$ cat src/rtl/fifo_burst_reader.sv
// fifo_burst_reader: pops a fixed-length burst from a show-ahead FIFO onto a valid/ready stream.
// Optional checksum tail beat enabled by defining FIFO_BURST_READER_CHECKSUM_EN.
module fifo_burst_reader #(
  parameter int DATA_W = 8,
  parameter int LEN_W  = 4
) (
  input  logic              clock,
  input  logic              reset_n,
  input  logic [DATA_W-1:0] fifo_data,
  input  logic              fifo_empty,
  output logic              fifo_rn,
  input  logic              start,
  input  logic [LEN_W-1:0]  burst_len,
  output logic              busy,
  output logic              done,
  output logic [DATA_W-1:0] m_data,
  output logic              m_valid,
  input  logic              m_ready,
  output logic              m_last
);
  typedef enum logic [1:0] {IDLE, XFER, TAIL} state_t;
  state_t            state_q, state_d;
  logic [LEN_W:0]    rem_q, rem_d;
  logic [DATA_W-1:0] data_q, data_d;
  logic              valid_q, valid_d, last_q, last_d, done_q, done_d;
  logic              free, hs;
`ifdef FIFO_BURST_READER_CHECKSUM_EN
  logic [7:0]        sum_q, sum_d;
`endif
  assign free    = !valid_q || m_ready;
  assign hs      = valid_q && m_ready;
  assign fifo_rn = (state_q == XFER) && (rem_q != '0) && !fifo_empty && free;
  assign busy    = state_q != IDLE;
  assign done    = done_q;
  assign m_data  = data_q;
  assign m_valid = valid_q;
  assign m_last  = last_q;
  // Next state, burst counter and output register loading
  always_comb begin
    state_d = state_q;
    rem_d   = rem_q;
    data_d  = data_q;
    valid_d = valid_q && !m_ready;
    last_d  = hs ? 1'b0 : last_q;
    done_d  = 1'b0;
`ifdef FIFO_BURST_READER_CHECKSUM_EN
    sum_d   = sum_q;
`endif
    case (state_q)
      IDLE: if (start) begin
        state_d = XFER;
        rem_d   = (burst_len == '0) ? {1'b1, {LEN_W{1'b0}}} : {1'b0, burst_len};
`ifdef FIFO_BURST_READER_CHECKSUM_EN
        sum_d   = '0;
`endif
      end
      XFER: if (fifo_rn && rem_q == (LEN_W+1)'(1)) state_d = TAIL;
      TAIL: begin
`ifdef FIFO_BURST_READER_CHECKSUM_EN
        if (!last_q && free) begin
          data_d  = DATA_W'(sum_q);
          valid_d = 1'b1;
          last_d  = 1'b1;
        end else if (last_q && hs) begin
          state_d = IDLE;
          done_d  = 1'b1;
        end
`else
        if (hs) begin
          state_d = IDLE;
          done_d  = 1'b1;
        end
`endif
      end
      default: state_d = IDLE;
    endcase
    if (fifo_rn) begin
      data_d  = fifo_data;
      valid_d = 1'b1;
      rem_d   = rem_q - (LEN_W+1)'(1);
`ifdef FIFO_BURST_READER_CHECKSUM_EN
      last_d  = 1'b0;
      sum_d   = sum_q + 8'(fifo_data);
`else
      last_d  = rem_q == (LEN_W+1)'(1);
`endif
    end
  end
  // State and output registers, cleared immediately on reset
  always_ff @(posedge clock or negedge reset_n) begin
    if (!reset_n) begin
      state_q <= IDLE;
      rem_q   <= '0;
      data_q  <= '0;
      valid_q <= 1'b0;
      last_q  <= 1'b0;
      done_q  <= 1'b0;
    end else begin
      state_q <= state_d;
      rem_q   <= rem_d;
      data_q  <= data_d;
      valid_q <= valid_d;
      last_q  <= last_d;
      done_q  <= done_d;
    end
  end
`ifdef FIFO_BURST_READER_CHECKSUM_EN
  // Running modulo-256 sum of the words popped in the current burst
  always_ff @(posedge clock or negedge reset_n) begin
    if (!reset_n) sum_q <= '0;
    else          sum_q <= sum_d;
  end
`endif
endmodule

$ cat config.mk
export PLATFORM = sky130hd
export DESIGN_NAME = fifo_burst_reader
export DESIGN_NICKNAME = d
export VERILOG_FILES = /design/src/rtl/fifo_burst_reader.sv
export SDC_FILE = /design/constraint.sdc
export NUM_CORES = 1
export LEC_CHECK = 0
export ABC_AREA = 1
export ABC_CLOCK_PERIOD_IN_PS = 1600
export BUFFER_PORTS_ARGS = -buffer_cell sky130_fd_sc_hd__buf_2
export CORE_MARGIN = 2
export CORE_UTILIZATION = 40
export CTS_CLUSTER_DIAMETER = 100
export DETAILED_ROUTE_END_ITERATION = 6
export MAX_ROUTING_LAYER = met4
export PLACE_DENSITY = 0.72
export SLEW_MARGIN = 0
export SYNTH_ARGS = -nofsm -noshare
export SYNTH_HDL_FRONTEND = slang
export SYNTH_SLANG_ARGS = --single-unit
export TNS_END_PERCENT = 20
$ cat constraint.sdc
create_clock -name clock -period 1.6 [get_ports clock]
set_input_delay 0.08 -clock clock [delete_from_list [all_inputs] [get_ports clock]]
set_output_delay 0.08 -clock clock [all_outputs]
set_load 0.1 [all_outputs]
# Word level (Yosys, flattened, before mapping)
# Index checks and enable logic that the tools add are counted.
# classes
n_addsub	1
eq_ne	6
n_mux	13
reduce_logical	19
# op_table
operator	n
5-bit 2-to-1 mux	4
2-bit nonzero test	4
1-bit logical AND	6
2-bit 2-to-1 mux	3
2-bit one-hot mux with 3 select lines	1
5-bit by 1-bit == test with 1-bit output (second input constant)	1
1-bit 2-to-1 mux	5
5-bit nonzero test	1
5-bit by 1-bit subtractor with 5-bit output (second input constant)	1
4-bit zero test	1
2-bit inequality test (second input constant)	2
1-bit zero test	3
3-bit AND reduction	1
2-bit by 1-bit == test with 1-bit output (second input constant)	1
2-bit == test (second input constant)	1
2-bit zero test	1
2-bit by 1-bit inequality test with 1-bit output (second input constant)	1
2-bit AND reduction	1
1-bit logical OR	1
# totals
ff_bits	18
in_bits	17
elab_cells	45

# Depth between registers and ports, before layout
# logic_depth
word_depth	7
mapped_depth	10
depth_no_buf	10

# Worst setup path after synthesis
# Ideal clock, no wire load.
# synth_path
path_kind	flip-flop to flip-flop
startpoint	register valid_q (netlist: m_valid)
endpoint	register data_q[0] (netlist: m_data[0])
setup_ps	68
t_arrival_ps	1748
t_required_ps	1532
path_slack_ps	-216
path_stages_with_launch	8
n_path_buf	1
synth_period_minus_slack_ps	1816
cell_sequence	dfrtp_1 -> inv_1 -> nor2_4 -> inv_1 -> nand3_2 -> buf_6 -> nand2_1 -> nand2_1
# synth_between
elab_chain_len	3
# synth_lines
element	line	source
start: declaration	25	logic valid_q, valid_d, last_q, last_d, done_q, done_d;
start signal: assignment	102	valid_q <= valid_d;
1-bit zero test	30	assign free = !valid_q || m_ready;
1-bit logical OR	30	
1-bit logical AND	32	assign fifo_rn = (state_q == XFER) && (rem_q != '0) && !fifo_empty && free;
end signal: assignment	101	data_q <= data_d;
end: declaration	24	logic [DATA_W-1:0] data_q, data_d;
# Every way passes these cells.
# A chain may end at the register's enable or synchronous reset.

# Worst setup path after layout
# layout_path
startpoint	register rem_q[0]
endpoint	output port fifo_rn
# layout_between
elab_chain_len	4
# layout_lines
element	line	source
start: declaration	23	logic [LEN_W:0] rem_q, rem_d;
start signal: assignment	100	rem_q <= rem_d;
5-bit nonzero test	32	
1-bit logical AND (3 in series)	32	
end: declaration	11	output logic fifo_rn,
# Every way passes these cells.

==> flow_summary_export.csv <==
group,metric,value,unit
worst_setup_path,worstSetupStartpointType,"flip-flop",
drt,viasPerCell,4.76,
drt,wirelength,2.26,mm
worst_setup_path,r2r_end,"rem_q[1]",
flow_run,max_cap_viol_count,0,
finish,nFillCells,194,
finish,regArea,452,sq um
clock_network,cts_tree,"yes",
synth,netlist_area,972,sq um
finish,layout_commonest_cell,"nand2_1",
finish,fin_nets,190,
global_route,grt_max_degree,19,
timing,final_max_slew_viol_count,0,
hold_path,min-delay-start,"burst_len[1]",
synth,syn_inst,121,
finish,multi_input_area,463,sq um
synth,synth_nets,141,
run_status,status,"finished, final reports clean",
hold_path,hold_end,"rem_q[1]",
clock_network,cts.clk_slew.worst_paths,0.10,ns
clock_network,cts_max_path_buffers,2,
drt,drtIter0Drc,33,
drt,avgRoutedWirePerCell,11.5,um
drt,drtAntennaViolNets,0,
synth,avgSynthCellArea,8.03,sq um
synth,synthXorXnorAreaFrac,0.901,%
timing,timing.fmax,647,MHz
synth,synthSimpleGateAreaFrac,39.3,%
worst_setup_path,timing.reg2reg.setup_slack,0.09,ns
global_route,grt_pass1_wl,3.57,mm
global_route,globalRouteOverflowTotal,0,
drt,vias,938,
synth,synth_area_leader_cell,"dfrtp_1",
placement,finalWeightedCongestion,0.811,
worst_setup_path,rr_worst_depth,11,
synth,synth_top_area_share,46.3,%
drt,met2_length,1.20,mm
floorplan,die_h,53.3,um
clock_network,clkLatencyLatePin,0.29,ns
worst_setup_path,worstReg2RegStart,"rem_q[0]",
timing,layout_min_cycle_time,1.55,ns
floorplan,die-area,2840,sq um
worst_setup_path,critPathCaptureType,"output pin",
drt,wl_met1,895,um
synth,synthMuxAreaShare,0,%
global_route,grt_pass1_vias,825,
clock_network,cts_max_level,1,
timing,finClkSkew,0.00487,ns
placement,post-dp-hpwl,1.47,mm
clock_network,cts-root-buf,"clkbuf_4",
floorplan,coreArea,2250,sq um
drt,drc_errors,0,
synth,yosysUniqueCellTypes,21,
timing,max_slew.worst_pin.slew,0.493,ns
drt,dr.pass1.iters,4,
drt,highest_layer,"met4",
global_route,grt_usage,17.9,%
finish,final_cells,197,
synth,yosysWarnings,0,
synth,synth_top_family_by_area,"simple AND/OR/NAND/NOR gates",
worst_setup_path,cp.required,1.52,ns
clock_network,cts_num_sinks,18,
timing,slew_headroom,67.4,%
finish,syn2layout_area_growth,39.1,%
worst_setup_path,crit_fanout,4,
synth,ys_top_cells_by_area,"dfrtp_1 46%, nand2_1 20%, inv_1 5.0%",
drt,routed-wl-met3,151,um
timing,final-hold-violation-count,0,
timing,rsz0062_at_grt,"yes",
placement,io_buffers,29,
hold_path,hp-class,"in2reg",
finish,drive_gt1_share,34.9,%
finish,final_cell_mix,"52 x nand2_1, 28 x buf_2, 17 x dfrtp_1",
placement,dp_cells,176,
timing,finalSetupViolCount,0,
floorplan,row_count,17,
finish,n_antenna_cell,0,
synth,ys_seq_elements,18,
floorplan,start_util,43.1,%
synth,synth_compound_area_share,1.54,%
timing,period_share,96.6,%
hold_path,min_path_cells,3,
floorplan,die_width,53.3,um
floorplan,top_level_ports,30,
synth,ys_seq_area_share,46.3,%
worst_setup_path,cp.arrival,1.47,ns
global_route,antenna_found_initial,0,
synth,synth_fa_ha_area_share,3.86,%
worst_setup_path,crit_type,"reg2out",
clock_network,cts-buffers-inserted,3,
kinds of logic after synthesis:
kind of cell,after synthesis
compound gates,3
xor+xnor,1
fa+ha+maj,3
buf+inv,16
flops,18
simple gates,80
cells in the mapped netlist, drive strengths merged:
library cell and number:
nand4 1, o21ai 3, dfrtp 18, or2 1
nor3 1, inv 14, nand2 56, nor2 10
buf 2, nand3b 1, xnor2 1, nand3 10
ha 3
worst max path at each step:
stage / end / slack, ns / from / depth (start not counted)
floorplan: m_data[0] / 0.1 / m_valid / 7
global placement: state_q[0] / 0.15 / rem_q[0] / 10
detailed placement: state_q[0] / 0.07 / rem_q[0] / 10
CTS: fifo_rn / 0.001 / rem_q[0] / 8
global route: fifo_rn / -0.02 / rem_q[1] / 8
finish: fifo_rn / 0.05 / rem_q[0] / 8
what timing repair did:
| action | in CTS | in global routing |
|---|---|---|
| resized for setup | 2 | 7 |
| pin swaps | 1 | 4 |
| setup endpoints to repair | 1 | 11 |
| hold buffers | 9 | 0 |
| setup buffers | 4 | 4 |
| hold endpoints to repair | 26 | 0 |
per-stage QoR:
stage / TNS [ns] / instance area (sq um) / util (%) / worst slack, ns / hold WS [ns]
final: 0 / 1350 / 60.0 / 0.0546 / 0.0158
after global routing: -0.0209 / 1350 / 60.0 / -0.0209 / 0.0161
after CTS: 0 / 1300 / 57.6 / 0.00134 / 0.0103
after detailed placement: 0 / 1140 / 50.7 / 0.0721 / 0.0341
after global placement: 0 / 1140 / 50.7 / 0.153 / 0.0322
after floorplan: 0 / 973 / - / 0.0958 / -0.216
worst max-delay path: stages (launching register included):
cell	delay [ns]
dfrtp_1	0.37
inv_2	0.07
ha_4	0.15
inv_2	0.05
nor2_4	0.04
nand2_2	0.09
nand2_4	0.08
nor2_8	0.13
buf_12	0.19
final cells by class:
cell class	count	share of cell area, %
flip-flops and latches	18	33.4
inverters	14	3.89
well taps	28	2.59
multi-input cells	87	34.2
repair buffers	46	23.2
clock buffers	4	2.68
registers in the layout (all words and copies together) (netlist names):
| name | count |
|---|---|
| m_last | 1 |
| done | 1 |
| m_data | 8 |
| m_valid | 1 |
| rem_q | 5 |
| state_q | 2 |
routing by layer:
metal / global-route usage [%] / up-vias
li1: - / 466
met1: 19.7 / 438
met2: 30.9 / 32
met3: 5.93 / 2
met4: 4.70 / 0
met5: - / -
Power is left out: the tool's default activity adds up to more than one toggle a clock period on the data nets, which glitch-free logic cannot reach.
